$ cat src/rtl/fp_cvt96_to32_pipe_pkg.sv
// Shared FP96/FP32 types, rounding-mode encoding and exponent constants
// for the FP96 -> FP32 down-converter.
package fp_cvt96_to32_pipe_pkg;

  typedef struct packed {
    logic        sign;
    logic [14:0] exp;
    logic [79:0] frac;
  } fp96_t;

  typedef struct packed {
    logic        sign;
    logic [7:0]  exp;
    logic [22:0] frac;
  } fp32_t;

  // FP96 bias (16383) minus FP32 bias (127)
  localparam int unsigned BIAS96_32_DIFF = 16256;
  localparam logic [14:0] EXP96_MAX      = 15'h7FFF;

  typedef enum logic [2:0] {
    RNE = 3'd0,
    RTZ = 3'd1,
    RDN = 3'd2,
    RUP = 3'd3,
    RMM = 3'd4
  } fp_rm_t;

  typedef enum logic [1:0] {
    K_FIN  = 2'd0,
    K_ZERO = 2'd1,
    K_INF  = 2'd2,
    K_NAN  = 2'd3
  } fp_kind_t;

endpackage

$ cat src/rtl/fp_round32.sv
// Combinational FP32 rounder: sign, 9b exponent field, 24b mantissa and G/R/S in,
// rounded FP32 out. The o_flags port exists only when FP_CVT96_32_EXC_EN is defined.
module fp_round32
  import fp_cvt96_to32_pipe_pkg::*;
(
  input  logic        i_sign,
  input  logic [8:0]  i_exp,
  input  logic [23:0] i_mant,
  input  logic        i_g,
  input  logic        i_r,
  input  logic        i_s,
  input  fp_rm_t      i_rm,
  output fp32_t       o_res
`ifdef FP_CVT96_32_EXC_EN
  ,
  output logic [4:0]  o_flags
`endif
);

  logic        w_lost;
  logic        w_inc;
  logic        w_to_inf;
  logic [8:0]  w_exp_in;
  logic [31:0] w_sum;
  logic        w_ovf;

  assign w_lost = i_g | i_r | i_s;

  // An exponent field of 0 with the hidden bit set is the value 2^-126 (field 1).
  assign w_exp_in = (i_exp == 9'd0) ? {8'd0, i_mant[23]} : i_exp;

  // Rounding into {exp,frac} lets a mantissa carry ripple straight into the exponent.
  assign w_sum = {w_exp_in, i_mant[22:0]} + {31'd0, w_inc};
  assign w_ovf = (w_sum[31:23] >= 9'd255);

  always_comb begin
    w_inc    = 1'b0;
    w_to_inf = 1'b1;
    case (i_rm)
      RTZ: begin
        w_inc    = 1'b0;
        w_to_inf = 1'b0;
      end
      RDN: begin
        w_inc    = i_sign & w_lost;
        w_to_inf = i_sign;
      end
      RUP: begin
        w_inc    = ~i_sign & w_lost;
        w_to_inf = ~i_sign;
      end
      RMM:     w_inc = i_g;
      default: w_inc = i_g & (i_r | i_s | i_mant[0]);
    endcase
  end

  always_comb begin
    if (w_ovf) begin
      o_res = w_to_inf ? {i_sign, 8'hFF, 23'd0} : {i_sign, 8'hFE, 23'h7FFFFF};
    end else begin
      o_res = {i_sign, w_sum[30:0]};
    end
  end

`ifdef FP_CVT96_32_EXC_EN
  assign o_flags = {2'b00, w_ovf, ~w_ovf & (w_sum[30:23] == 8'd0) & w_lost, w_lost | w_ovf};
`endif

endmodule

$ cat src/rtl/fp_cvt96_to32_pipe.sv
// FP96 -> FP32 down-converter: 3-stage valid/ready pipeline (unpack, align, round).
// Define FP_CVT96_32_EXC_EN to build the exception flags; otherwise o_exc is tied to 0.
module fp_cvt96_to32_pipe
  import fp_cvt96_to32_pipe_pkg::*;
(
  input  logic        clk,
  input  logic        rst,
  input  logic        i_valid,
  output logic        i_ready,
  input  logic [95:0] i,
  input  logic [2:0]  rm,
  output logic        o_valid,
  input  logic        o_ready,
  output logic [31:0] o,
  output logic [4:0]  o_exc
);

  fp96_t              w_in;
  logic               w_adv;
  fp_kind_t           w_kind1;
  logic signed [16:0] w_e1;

  logic               r_v1;
  logic               r_s1_sign;
  fp_kind_t           r_s1_kind;
  logic signed [16:0] r_s1_e;
  logic [80:0]        r_s1_v;
  fp_rm_t             r_s1_rm;

  logic [4:0]         w_sh;
  logic [106:0]       w_wide;
  logic [8:0]         w_exp2;
  logic [23:0]        w_mant2;
  logic               w_g2;
  logic               w_r2;
  logic               w_s2;

  logic               r_v2;
  logic               r_s2_sign;
  fp_kind_t           r_s2_kind;
  logic [8:0]         r_s2_exp;
  logic [23:0]        r_s2_mant;
  logic               r_s2_g;
  logic               r_s2_r;
  logic               r_s2_s;
  fp_rm_t             r_s2_rm;
  logic [21:0]        r_s2_payload;

  fp32_t              w_rnd;
  fp32_t              w_res3;
  logic               r_v3;
  logic [31:0]        r_o;

`ifdef FP_CVT96_32_EXC_EN
  logic               r_s2_snan;
  logic [4:0]         w_flags;
  logic [4:0]         w_exc3;
  logic [4:0]         r_exc;
`endif

  assign w_in    = i;
  assign w_adv   = ~r_v3 | o_ready;
  assign i_ready = w_adv & ~rst;
  assign o_valid = r_v3;
  assign o       = r_o;

  // S1: classify and rebias; e is the FP32 biased exponent, possibly out of range
  assign w_e1 = $signed({2'b00, w_in.exp} - 17'(BIAS96_32_DIFF));

  always_comb begin
    if (w_in.exp == EXP96_MAX) begin
      if (w_in.frac != 80'd0) w_kind1 = K_NAN;
      else                    w_kind1 = K_INF;
    end else if ((w_in.exp == 15'd0) && (w_in.frac == 80'd0)) begin
      w_kind1 = K_ZERO;
    end else begin
      w_kind1 = K_FIN;
    end
  end

  // S2: shifts past 26 leave only sticky, so the distance is capped there
  assign w_sh   = (r_s1_e < -17'sd24) ? 5'd26 : 5'(17'sd1 - r_s1_e);
  assign w_wide = {r_s1_v, 26'd0} >> w_sh;

  always_comb begin
    if (r_s1_e <= 17'sd0) begin
      w_exp2  = 9'd0;
      w_mant2 = w_wide[106:83];
      w_g2    = w_wide[82];
      w_r2    = w_wide[81];
      w_s2    = |w_wide[80:0];
    end else begin
      w_exp2  = (r_s1_e >= 17'sd255) ? 9'd255 : r_s1_e[8:0];
      w_mant2 = r_s1_v[80:57];
      w_g2    = r_s1_v[56];
      w_r2    = r_s1_v[55];
      w_s2    = |r_s1_v[54:0];
    end
  end

  fp_round32 u_round (
    .i_sign  (r_s2_sign),
    .i_exp   (r_s2_exp),
    .i_mant  (r_s2_mant),
    .i_g     (r_s2_g),
    .i_r     (r_s2_r),
    .i_s     (r_s2_s),
    .i_rm    (r_s2_rm),
    .o_res   (w_rnd)
`ifdef FP_CVT96_32_EXC_EN
    ,
    .o_flags (w_flags)
`endif
  );

  always_comb begin
    case (r_s2_kind)
      K_NAN:   w_res3 = {r_s2_sign, 8'hFF, 1'b1, r_s2_payload};
      K_INF:   w_res3 = {r_s2_sign, 8'hFF, 23'd0};
      K_ZERO:  w_res3 = {r_s2_sign, 31'd0};
      default: w_res3 = w_rnd;
    endcase
  end

  always_ff @(posedge clk or posedge rst) begin
    if (rst) begin
      r_v1         <= 1'b0;
      r_s1_sign    <= 1'b0;
      r_s1_kind    <= K_FIN;
      r_s1_e       <= '0;
      r_s1_v       <= '0;
      r_s1_rm      <= RNE;
      r_v2         <= 1'b0;
      r_s2_sign    <= 1'b0;
      r_s2_kind    <= K_FIN;
      r_s2_exp     <= '0;
      r_s2_mant    <= '0;
      r_s2_g       <= 1'b0;
      r_s2_r       <= 1'b0;
      r_s2_s       <= 1'b0;
      r_s2_rm      <= RNE;
      r_s2_payload <= '0;
      r_v3         <= 1'b0;
      r_o          <= '0;
    end else if (w_adv) begin
      r_v1         <= i_valid;
      r_s1_sign    <= w_in.sign;
      r_s1_kind    <= w_kind1;
      r_s1_e       <= w_e1;
      r_s1_v       <= {1'b1, w_in.frac};
      r_s1_rm      <= fp_rm_t'(rm);
      r_v2         <= r_v1;
      r_s2_sign    <= r_s1_sign;
      r_s2_kind    <= r_s1_kind;
      r_s2_exp     <= w_exp2;
      r_s2_mant    <= w_mant2;
      r_s2_g       <= w_g2;
      r_s2_r       <= w_r2;
      r_s2_s       <= w_s2;
      r_s2_rm      <= r_s1_rm;
      r_s2_payload <= r_s1_v[78:57];
      r_v3         <= r_v2;
      r_o          <= w_res3;
    end
  end

`ifdef FP_CVT96_32_EXC_EN
  // Specials raise nothing except invalid for a signalling NaN
  always_comb begin
    w_exc3 = 5'd0;
    if (r_s2_kind == K_NAN)      w_exc3 = {r_s2_snan, 4'd0};
    else if (r_s2_kind == K_FIN) w_exc3 = w_flags;
  end

  always_ff @(posedge clk or posedge rst) begin
    if (rst) begin
      r_s2_snan <= 1'b0;
      r_exc     <= '0;
    end else if (w_adv) begin
      r_s2_snan <= ~r_s1_v[79];
      r_exc     <= w_exc3;
    end
  end

  assign o_exc = r_exc;
`else
  assign o_exc = 5'd0;
`endif

endmodule

$ cat config.mk
export PLATFORM = sky130hd
export DESIGN_NAME = fp_cvt96_to32_pipe
export DESIGN_NICKNAME = d
export VERILOG_FILES = /design/src/rtl/fp_cvt96_to32_pipe_pkg.sv /design/src/rtl/fp_round32.sv /design/src/rtl/fp_cvt96_to32_pipe.sv
export SDC_FILE = /design/constraint.sdc
export NUM_CORES = 1
export LEC_CHECK = 0
export CAP_MARGIN = 20
export CORE_UTILIZATION = 52
export DETAILED_ROUTE_END_ITERATION = 10
export PLACE_DENSITY = 0.8
export SKIP_CTS_REPAIR_TIMING = 1
export SLEW_MARGIN = 20
export SYNTH_ARGS = -nofsm -noshare
export SYNTH_HDL_FRONTEND = slang
export SYNTH_SLANG_ARGS = --single-unit
$ cat constraint.sdc
create_clock -name clk -period 6.06 [get_ports clk]
set_input_delay 0.606 -clock clk [delete_from_list [all_inputs] [get_ports clk]]
set_output_delay 0.606 -clock clk [all_outputs]
set_load 0.005 [all_outputs]
# Word level (Yosys, flattened, before mapping)
# Cells that the tools add are included.
dict set report totals {
  reg_bits 202
  inputBits 103
  output_inout_bits 39
}
dict set report classes {
  n_addsub 3
  magnitude_cmp 4
  n_eq_ne 8
  n_shift 1
  muxes 16
  n_bitwise 12
  n_reduce_logical 7
}
# op count
set ops {}
lappend ops {{>> shifter 107 x 5 -> 107 bit} 1}
lappend ops {{one-hot mux 31 bit (3 select lines)} 1}
lappend ops {{OR reduction 81 bit} 1}
lappend ops {{zero test 80 bit} 1}
lappend ops {{nonzero test 80 bit} 1}
lappend ops {{OR reduction 55 bit} 1}
lappend ops {{2-to-1 mux 24 bit} 2}
lappend ops {{adder 32 x 1 -> 32 bit} 1}
lappend ops {{2-to-1 mux 31 bit} 1}
lappend ops {{2-to-1 mux 9 bit} 3}
lappend ops {{greater-or-equal comparator 16 x 9 -> 1 bit (second input constant)} 1}
lappend ops {{<= comparator 16 x 1 -> 1 bit (second input constant)} 1}
lappend ops {{< comparator 16 x 6 -> 1 bit (second input constant)} 1}
lappend ops {{subtractor 15 x 14 -> 16 bit (second input constant)} 1}
lappend ops {{== test 15 bit (second input constant)} 1}
lappend ops {{zero test 15 bit} 1}
lappend ops {{greater-or-equal comparator 9 x 8 -> 1 bit (second input constant)} 1}
lappend ops {{zero test 9 bit} 1}
lappend ops {{== test 3 x 2 -> 1 bit (second input constant)} 2}
lappend ops {{2-to-1 mux 1 bit} 5}
lappend ops {{2-to-1 mux 5 bit} 1}
lappend ops {{bitwise OR 1 bit} 5}
lappend ops {{subtractor 2 x 5 -> 5 bit (first input constant)} 1}
lappend ops {{AND 1 bit} 4}
lappend ops {{9 further kinds} 12}

# Logic depth before layout (Yosys ltp)
# Gate-level depths: netlist of run 1.
dict set report logic_depth {
  depth_word 8
  ltp_mapped 17
  depth_no_buf 14
}

# By module
# A second synthesis of run 1 with hierarchy kept.
dict set report hier_totals {
  hier_cells 1755
  area_unflattened_um2 13748.2
}
# module n_inst cells_per_inst area_per_inst_um2 seq_area_each_um2
set by_module_without_submodules {}
lappend by_module_without_submodules {fp_cvt96_to32_pipe 1 1600 12692.2 5054.8}
lappend by_module_without_submodules {fp_round32 1 155 1056.0 0.0}

# Worst setup path before layout of run 1
# Ideal clock, no wire load.
dict set report synth_timing {
  kind {register to register}
  from {register r_s1_e[1]}
  to {register r_s2_s}
  setup_ns 0.143
  arrival_ns 3.760
  path_slack_ns 2.157
  path_stages_with_launch 17
  cell_sequence {dfrtp_1 -> buf_2 -> inv_1 -> clkbuf_1 -> buf_1 -> ha_1 -> buf_2 -> buf_1 -> mux2_2 -> o22ai_1 -> nand2_1 -> o211ai_1 -> o21ai_0 -> a211o_1 -> o41a_1 -> nor4_1 -> a41oi_1}
}
dict set report synth_between {
  elab_chain_cells 5
  word_cells_on_any_way 7
  cone_classes {add/sub: 1; order compare: 2; shift: 1; mux: 2; reduce/logical: 1}
}
# item line
set synth_lines {}
lappend synth_lines {{start: declaration} fp_cvt96_to32_pipe.sv:26} ;# logic signed [16:0] r_s1_e;
lappend synth_lines {{start signal: assignment} fp_cvt96_to32_pipe.sv:149} ;# r_s1_e <= w_e1;
lappend synth_lines {{< comparator 16 x 6 -> 1 bit / subtractor 2 x 5 -> 5 bit (equally long branches)} fp_cvt96_to32_pipe.sv:82} ;# assign w_sh = (r_s1_e < -17'sd24) ? 5'd26 : 5'(17'sd1 - r_s1_e);
lappend synth_lines {{2-to-1 mux 5 bit} fp_cvt96_to32_pipe.sv:82}
lappend synth_lines {{>> shifter 107 x 5 -> 107 bit} fp_cvt96_to32_pipe.sv:83} ;# assign w_wide = {r_s1_v, 26'd0} >> w_sh;
lappend synth_lines {{OR reduction 81 bit} fp_cvt96_to32_pipe.sv:91} ;# w_s2 = |w_wide[80:0];
lappend synth_lines {{2-to-1 mux 1 bit (*)} fp_cvt96_to32_pipe.sv:86} ;# if (r_s1_e <= 17'sd0) begin
lappend synth_lines {{end signal: assignment} fp_cvt96_to32_pipe.sv:159} ;# r_s2_s <= w_s2;
lappend synth_lines {{end: declaration} fp_cvt96_to32_pipe.sv:45} ;# logic r_s2_s;
# Mark *: on every way between the ends. The rest lies on a longest branch, timed or not.
# A chain may end at the register's enable or synchronous reset.

# Worst setup path in the final report of run 1
# Ends and elaborated chain as after synthesis.

==> results of run 1 <==
-- worst max-delay path by stage --
stage	slack, ps	cells past startpoint	endpoint
3_5_place_dp	1540	12	r_s2_s$_DFFE_PP0N_
5_1_grt	1320	12	r_s2_s$_DFFE_PP0N_
4_1_cts	1510	12	r_s2_s$_DFFE_PP0N_
6_report	1420	12	r_s2_s$_DFFE_PP0N_
3_3_place_gp	1640	12	r_s2_s$_DFFE_PP0N_
2_1_floorplan	2160	16	r_s2_s$_DFFE_PP0N_
-- layout by cell type, fill, tap and decap left out, drive strengths merged, types with 7 or more instances in the layout --
cell type and instances:
o21ai 123, and2 8, o32ai 12, o31ai 16, mux2 24, o22a 13
nand2b 9, o22ai 27, or3 9, nor2 111, a21o 24, clkbuf 37
nor2b 10, nand2 428, nor3 41, inv 24, dfrtp 202, buf 31
a22oi 16, xnor2 13, clkdlybuf4s50 136, mux2i 61, and4 7, a221oi 8
a2111oi 9, o211ai 14, a21oi 90, nand4 23, xor2 24, and3 15
a211oi 11, a31oi 15, a2bb2oi 10, nor4 49, nand3 43
-- layout make-up --
type | instances | area share, %
Inverter | 24 | 0.598
Clock buffer | 37 | 4.52
Multi-Input combinational cell | 1352 | 49.3
Clock inverter | 5 | 0.287
Tap cell | 330 | 2.63
Timing Repair Buffer | 167 | 10.4
Sequential cell | 202 | 32.2
-- flip-flops by register name (all words and copies together) (netlist names) --
signal        count
r_v1              1
r_s2_g            1
r_s2_r            1
r_s2_payload     22
r_s2_mant        24
r_s1_rm           3
r_s1_v           81
o                32
o_valid           1
r_s1_e           16
r_s2_s            1
r_s2_rm           3
r_s1_sign         1
r_s1_kind         2
r_s2_kind         2
r_s2_sign         1
r_s2_exp          9
r_v2              1
-- metal layers --
metal | share of wire (%) | up-vias
li1 | - | 6286
met1 | 41 | 6519
met2 | 46 | 709
met3 | 7.7 | 161
met4 | 4.8 | 0
met5 | 0 | -
-- logic make-up after synthesis --
logic type,after synthesis
compound gates,444
flops,202
other cells,1
xor+xnor,37
fa+ha+maj,4
simple gates,777
mux,85
buf+inv,159
-- metrics by stage --
| stage | area, sq um | worst slack, ps |
|---|---|---|
| 5_1_grt | 15700 | 1320 |
| 3_5_place_dp | 14900 | 1540 |
| 4_1_cts | 15700 | 1510 |
| 2_1_floorplan | 13400 | 2160 |
| 3_3_place_gp | 14900 | 1640 |
| 6_report | 15700 | 1420 |
-- worst max-delay path, cell delays in order (launching register included) --
cell and delay [ps]:
dfrtp_2 360, inv_1 40, buf_4 210, ha_1 940
buf_4 450, mux2_2 390, o22a_1 200, o2111ai_1 100
o21ai_0 210, or4_1 510, a2111oi_0 670, o221a_2 290
a41oi_1 110
-- cells in the mapped netlist (6+ instances only) --
library cell  number  area share [%]
and4_1             6            0.39
inv_1             24            0.67
and2_1             7            0.33
and3_1            15            0.70
buf_2             22            0.82
nand4_1           21            0.98
or3_1              9            0.42
o32ai_1           12            0.79
nand2b_1           9            0.42
nand2_1          428              12
o31ai_1           15            0.84
a22oi_1           16            0.90
buf_4              6            0.34
a2111oi_0          9            0.59
buf_1             15            0.42
a221oi_1           8            0.52
a211oi_1          11            0.62
nor2_1           110             3.1
xor2_1            24             1.6
mux2i_1           61             4.6
dfrtp_1          202              38
xnor2_1           13            0.85
nor3_1            41             1.5
a2bb2oi_1         10            0.65
nor4_1            49             2.3
clkbuf_1          89             2.5
o22ai_1           27             1.3
nor2b_1           10            0.47
o211ai_1          14            0.79
o21ai_0          122             4.6
nand3_1           43             1.6
a21o_1            24             1.3
mux2_2            24             2.0
o22a_1            13            0.85
a31oi_1           15            0.70
a21oi_1           89             3.3
-- power breakdown --
part | internal, mW | switching [mW] | total [mW]
combinational | 1.30 | 1.80 | 3.10
clock | 0.803 | 0.583 | 1.39
sequential | 1.78 | 0.599 | 2.38
total | 3.88 | 2.98 | 6.86
==> out/summary.txt, run 1 <==
Post-Synth XOR/XNOR Area: 2.42%
Mapped Cells: 1709
maximum VDD drop: 0.444 mV
Leakage: 6.72 nW
Synth-to-Final Area Change: 17.1%
Post-DP HPWL: 31.3 mm
clk_lat worst skew: 540 ps
Final period util: 76.5%
relative slew slack: 30.7%
worst slew pin tran: 1040 ps
fin. max-slew vios: 0
Initial Utilization: 53.2%
crit path capture type: flip-flop
Synth Area in Adders: 0.374%
Root Driver: clkbuf_16
Final Util: 62.3%
# setup viols final: 0
fillers: 2156
post-synthesis mux area share: 6.58%
ys async rst share: 100%
multi-input combinational cell area: 7730 sq um
WHS: 442 ps
CTS Buf Count: 23
crit path DAT: 5040 ps
ANT nets after route: 0
clock skew: 12.4 ps
Die W: 162 um
Pre-antenna DRT Iters: 6
gr usage total: 34.3%
met1 Usage GRT: 46.6%
Fin. Hold Viols: 0
largest family of logic cells by synthesized area: simple AND/OR/NAND/NOR gates
TritonCTS clock tree: built
RR Startpoint: r_s1_e[1]$_DFFE_PP0N_
first-pass GRT wire length: 71.3 mm
Max Root-Sink Buffers: 3
f_max: 0.216 GHz
DRC viols: 0
initial DRC count: 1651
htree depth: 1
Max Cap Violations: 0
Final Non-Filler Cells: 2117
nets: 1877
Sink Count: 202
vias: 13.7k
GPL Wtd Cong: 0.972
CP Data Required Time: 6460 ps
met3 Usage GRT: 4.23%
wire per inst: 21.1 um
Synth cell types: 82
fraction of the mapped netlist area in simple logic gates: 26.1%
# diodes: 0
worst setup path class: flip-flop to flip-flop
initial antenna violation count: 0
Setup crit start: r_s1_e[1]$_DFFE_PP0N_
syn avg cell area: 7.83 sq um
met2 usage: 55.4%
num ports: 142
die area: 26400 sq um
Site Rows: 58
global route hottest layer: met2
worst hold path type: input port to async pin
Ys Warns: 0
core area: 25200 sq um
Detailed Route WL: 44.6 mm
status: finished, final reports clean
PortBufs: 136
vias in the first global route: 12.9k
largest net degree at the start of global routing: 177
Die Y: 162 um
Tot Pwr: 6.86 mW
PD cells: 438 nW/um^2
Synth Register Bits: 202
post-synthesis cell area: 13400 sq um
Setup TNS: 0 ps
Clock Pin Slew Worst Setup and Hold Paths: 60 ps
Worst R2R Path Depth: 12
predominant post-synthesis flop cell: dfrtp_1
Compound-Gate Fraction of Synth Area: 21.7%
flip-flop and latch area: 5060 sq um
RR Endpoint: r_s2_s$_DFFE_PP0N_
post-synthesis sequential area ratio: 37.8%
drt via density: 6.46
grt total ovfl: 0
Setup crit start kind: flip-flop
unrepaired setup endpoints after global routing: no
CP Max Fanout: 26
Post-synth EDFFs: 0
Placed Cells: 2075
internal reg-to-reg setup slack: 1420 ps
Tmin final: 4640 ps
share of layout cells above drive strength 1: 6.77%
(Power assumes the default switching activity.)
==> run 2: changes to the inputs <==
CORE_UTILIZATION = 58   (was 52)
PLACE_DENSITY = 0.84   (was 0.8)
clock period = 4.35 ns   (was 6.06 ns; I/O delays follow)
==> out/summary.txt, run 2 (synthesized netlist as in run 1, its figures left out) <==
status: finished, final reports clean (unchanged)
drt via density: 6.61 (was 6.46)
clock skew: 11.9 ps (was 12.4 ps)
logic gate share of total power: 45.9% (was 45.1%)
flip-flop and latch area: 5060 sq um (unchanged)
Tot Pwr: 9.51 mW (was 6.86 mW)
Final period util: 92.4% (was 76.5%)
htree depth: 1 (unchanged)
fillers: 1833 (was 2156)
f_max: 0.249 GHz (was 0.216 GHz)
Clock Pin Slew Worst Setup and Hold Paths: 70 ps (was 60 ps)
grt total ovfl: 0 (unchanged)
largest net degree at the start of global routing: 146 (was 177)
unrepaired setup endpoints after global routing: no (unchanged)
Final Util: 69.4% (was 62.3%)
Leakage: 6.76 nW (was 6.72 nW)
Setup crit start kind: flip-flop (unchanged)
vias in the first global route: 13.1k (was 12.9k)
clock power share: 19.3% (was 20.2%)
commonest cells after routing, fill and taps aside: 428 x nand2_1, 200 x dfrtp_1, 136 x clkdlybuf4s50_1 (unchanged)
initial DRC count: 1440 (was 1651)
worst slew pin tran: 972 ps (was 1040 ps)
P_int: 5.38 mW (was 3.88 mW)
nets: 1889 (was 1877)
maximum VDD drop: 0.299 mV (was 0.444 mV)
Synth-to-Final Area Change: 17.3% (was 17.1%)
Fin. Hold Viols: 0 (unchanged)
vias: 13.8k (was 13.7k)
max reg flops: 81 (unchanged)
DP Area: 15000 sq um (was 14900 sq um)
worst setup path class: flip-flop to flip-flop (unchanged)
Site Rows: 55 (was 58)
Tmin final: 4020 ps (was 4640 ps)
first-pass GRT wire length: 69.7 mm (was 71.3 mm)
wire per inst: 21.0 um (was 21.1 um)
Root Driver: clkbuf_16 (unchanged)
Detailed Route WL: 43.7 mm (was 44.6 mm)
Max Root-Sink Buffers: 3 (unchanged)
Net Sw Frac: 43.5% (about the same)
clk_lat worst skew: 530 ps (was 540 ps)
share of layout cells above drive strength 1: 7.35% (was 6.77%)
CTS Buf Count: 22 (was 23)
fin. max-slew vios: 0 (unchanged)
sw power: 4.14 mW (was 2.98 mW)
Largest Register: r_s1_v (unchanged)
Initial Utilization: 59.1% (was 53.2%)
most common cell after layout, fill and taps aside: nand2_1 (unchanged)
worst hold path type: input port to async pin (unchanged)
# setup viols final: 0 (unchanged)
PortBufs: 136 (unchanged)
Post-DP HPWL: 30.9 mm (was 31.3 mm)
# diodes: 0 (unchanged)
CP Max Fanout: 25 (was 26)
gr usage total: 37.0% (was 34.3%)
Pre-antenna DRT Iters: 6 (unchanged)
crit path DAT: 4420 ps (was 5040 ps)
ANT nets after route: 0 (unchanged)
CP Data Required Time: 4750 ps (was 6460 ps)
DRC viols: 0 (unchanged)
Setup TNS: 0 ps (unchanged)
PD cells: 606 nW/um^2 (was 438 nW/um^2)
Seq pwr share: 34.9% (was 34.7%)
TritonCTS clock tree: built (unchanged)
Final Cell Area: 15700 sq um (about the same)
num ports: 142 (unchanged)
die area: 23700 sq um (was 26400 sq um)
Final Non-Filler Cells: 2082 (was 2117)
crit path capture type: flip-flop (unchanged)
Die W: 154 um (was 162 um)
Die Y: 154 um (was 162 um)
multi-input combinational cell area: 7730 sq um (about the same)
GPL Wtd Cong: 1.05 (was 0.972)
Max Cap Violations: 0 (unchanged)
relative slew slack: 34.6% (was 30.7%)
Sink Count: 202 (unchanged)
initial antenna violation count: 0 (unchanged)
core area: 22600 sq um (was 25200 sq um)
Placed Cells: 2043 (was 2075)
[run 2: path summary, 6_finish.rpt]
| check | from | cells past startpoint | to | slack (ps) |
|---|---|---|---|---|
| hold reg to reg | o[31]$_DFFE_PP0N_ | 2 | o[31]$_DFFE_PP0N_ | 470 |
| max in group asynchronous | rst | 3 | r_s2_payload[7]$_DFFE_PP0N_ | 3070 |
| setup reg to reg | r_s2_rm[0]$_DFFE_PP0N_ | 14 | o[23]$_DFFE_PP0N_ | 330 |
| min in group clk | rm[0] | 3 | r_s1_rm[0]$_DFFE_PP0N_ | 440 |
| setup / recovery | r_s2_rm[0]$_DFFE_PP0N_ | 14 | o[23]$_DFFE_PP0N_ | 330 |
| hold / removal | rst | 2 | r_s1_v[21]$_DFFE_PP0N_ | 440 |
[run 2: final cells by class]
type / count / share of cell area (%)
multi-input cells: 1352 / 49.2
flip-flops and latches: 202 / 32.2
repair buffers: 180 / 11.2
clock buffers: 30 / 3.82
well taps: 285 / 2.27
clock inverters: 9 / 0.613
inverters: 24 / 0.597
[run 2: power groups by stage]
stage | clock network, mW | logic [mW] | registers (mW)
floorplan | 0 | 2.97 | 2.98
global placement | 0 | 4.18 | 3.27
detailed placement | 0 | 4.25 | 3.30
CTS | 1.85 | 4.27 | 3.28
global route | 1.92 | 4.74 | 3.39
finish | 1.84 | 4.36 | 3.32
[run 2: worst max-delay path, cell delays in order, from the launching register on]
cell	delay (ps)
dfrtp_1	420
nor2_1	170
xor2_1	120
o21bai_1	160
a222oi_1	240
ha_1	300
ha_1	230
nand3_1	170
or4_4	460
or4_1	510
a22oi_1	180
nand4bb_1	140
and2_2	400
o31ai_2	290
a21oi_1	90
[run 2: through the flow]
stage          worst slack, ps  hold WS, ps
3_5_place_dp               219          449
4_1_cts                    197          432
5_1_grt                   70.4          449
6_report                   329          438
3_3_place_gp               293          441
2_1_floorplan              447          430
[run 2: layer usage]
| metal | part of all wire [%] | track usage, % |
|---|---|---|
| met1 | 40 | 48.0 |
| met2 | 46 | 59.4 |
| met3 | 8.6 | 5.72 |
| met4 | 5.9 | 21.2 |
| met5 | 0 | 0 |
==> run 3: changes to the inputs <==
SLEW_MARGIN = default   (was 20)
==> results of run 3 <==
Final layout, timing and power as in run 2 (identical DEF).
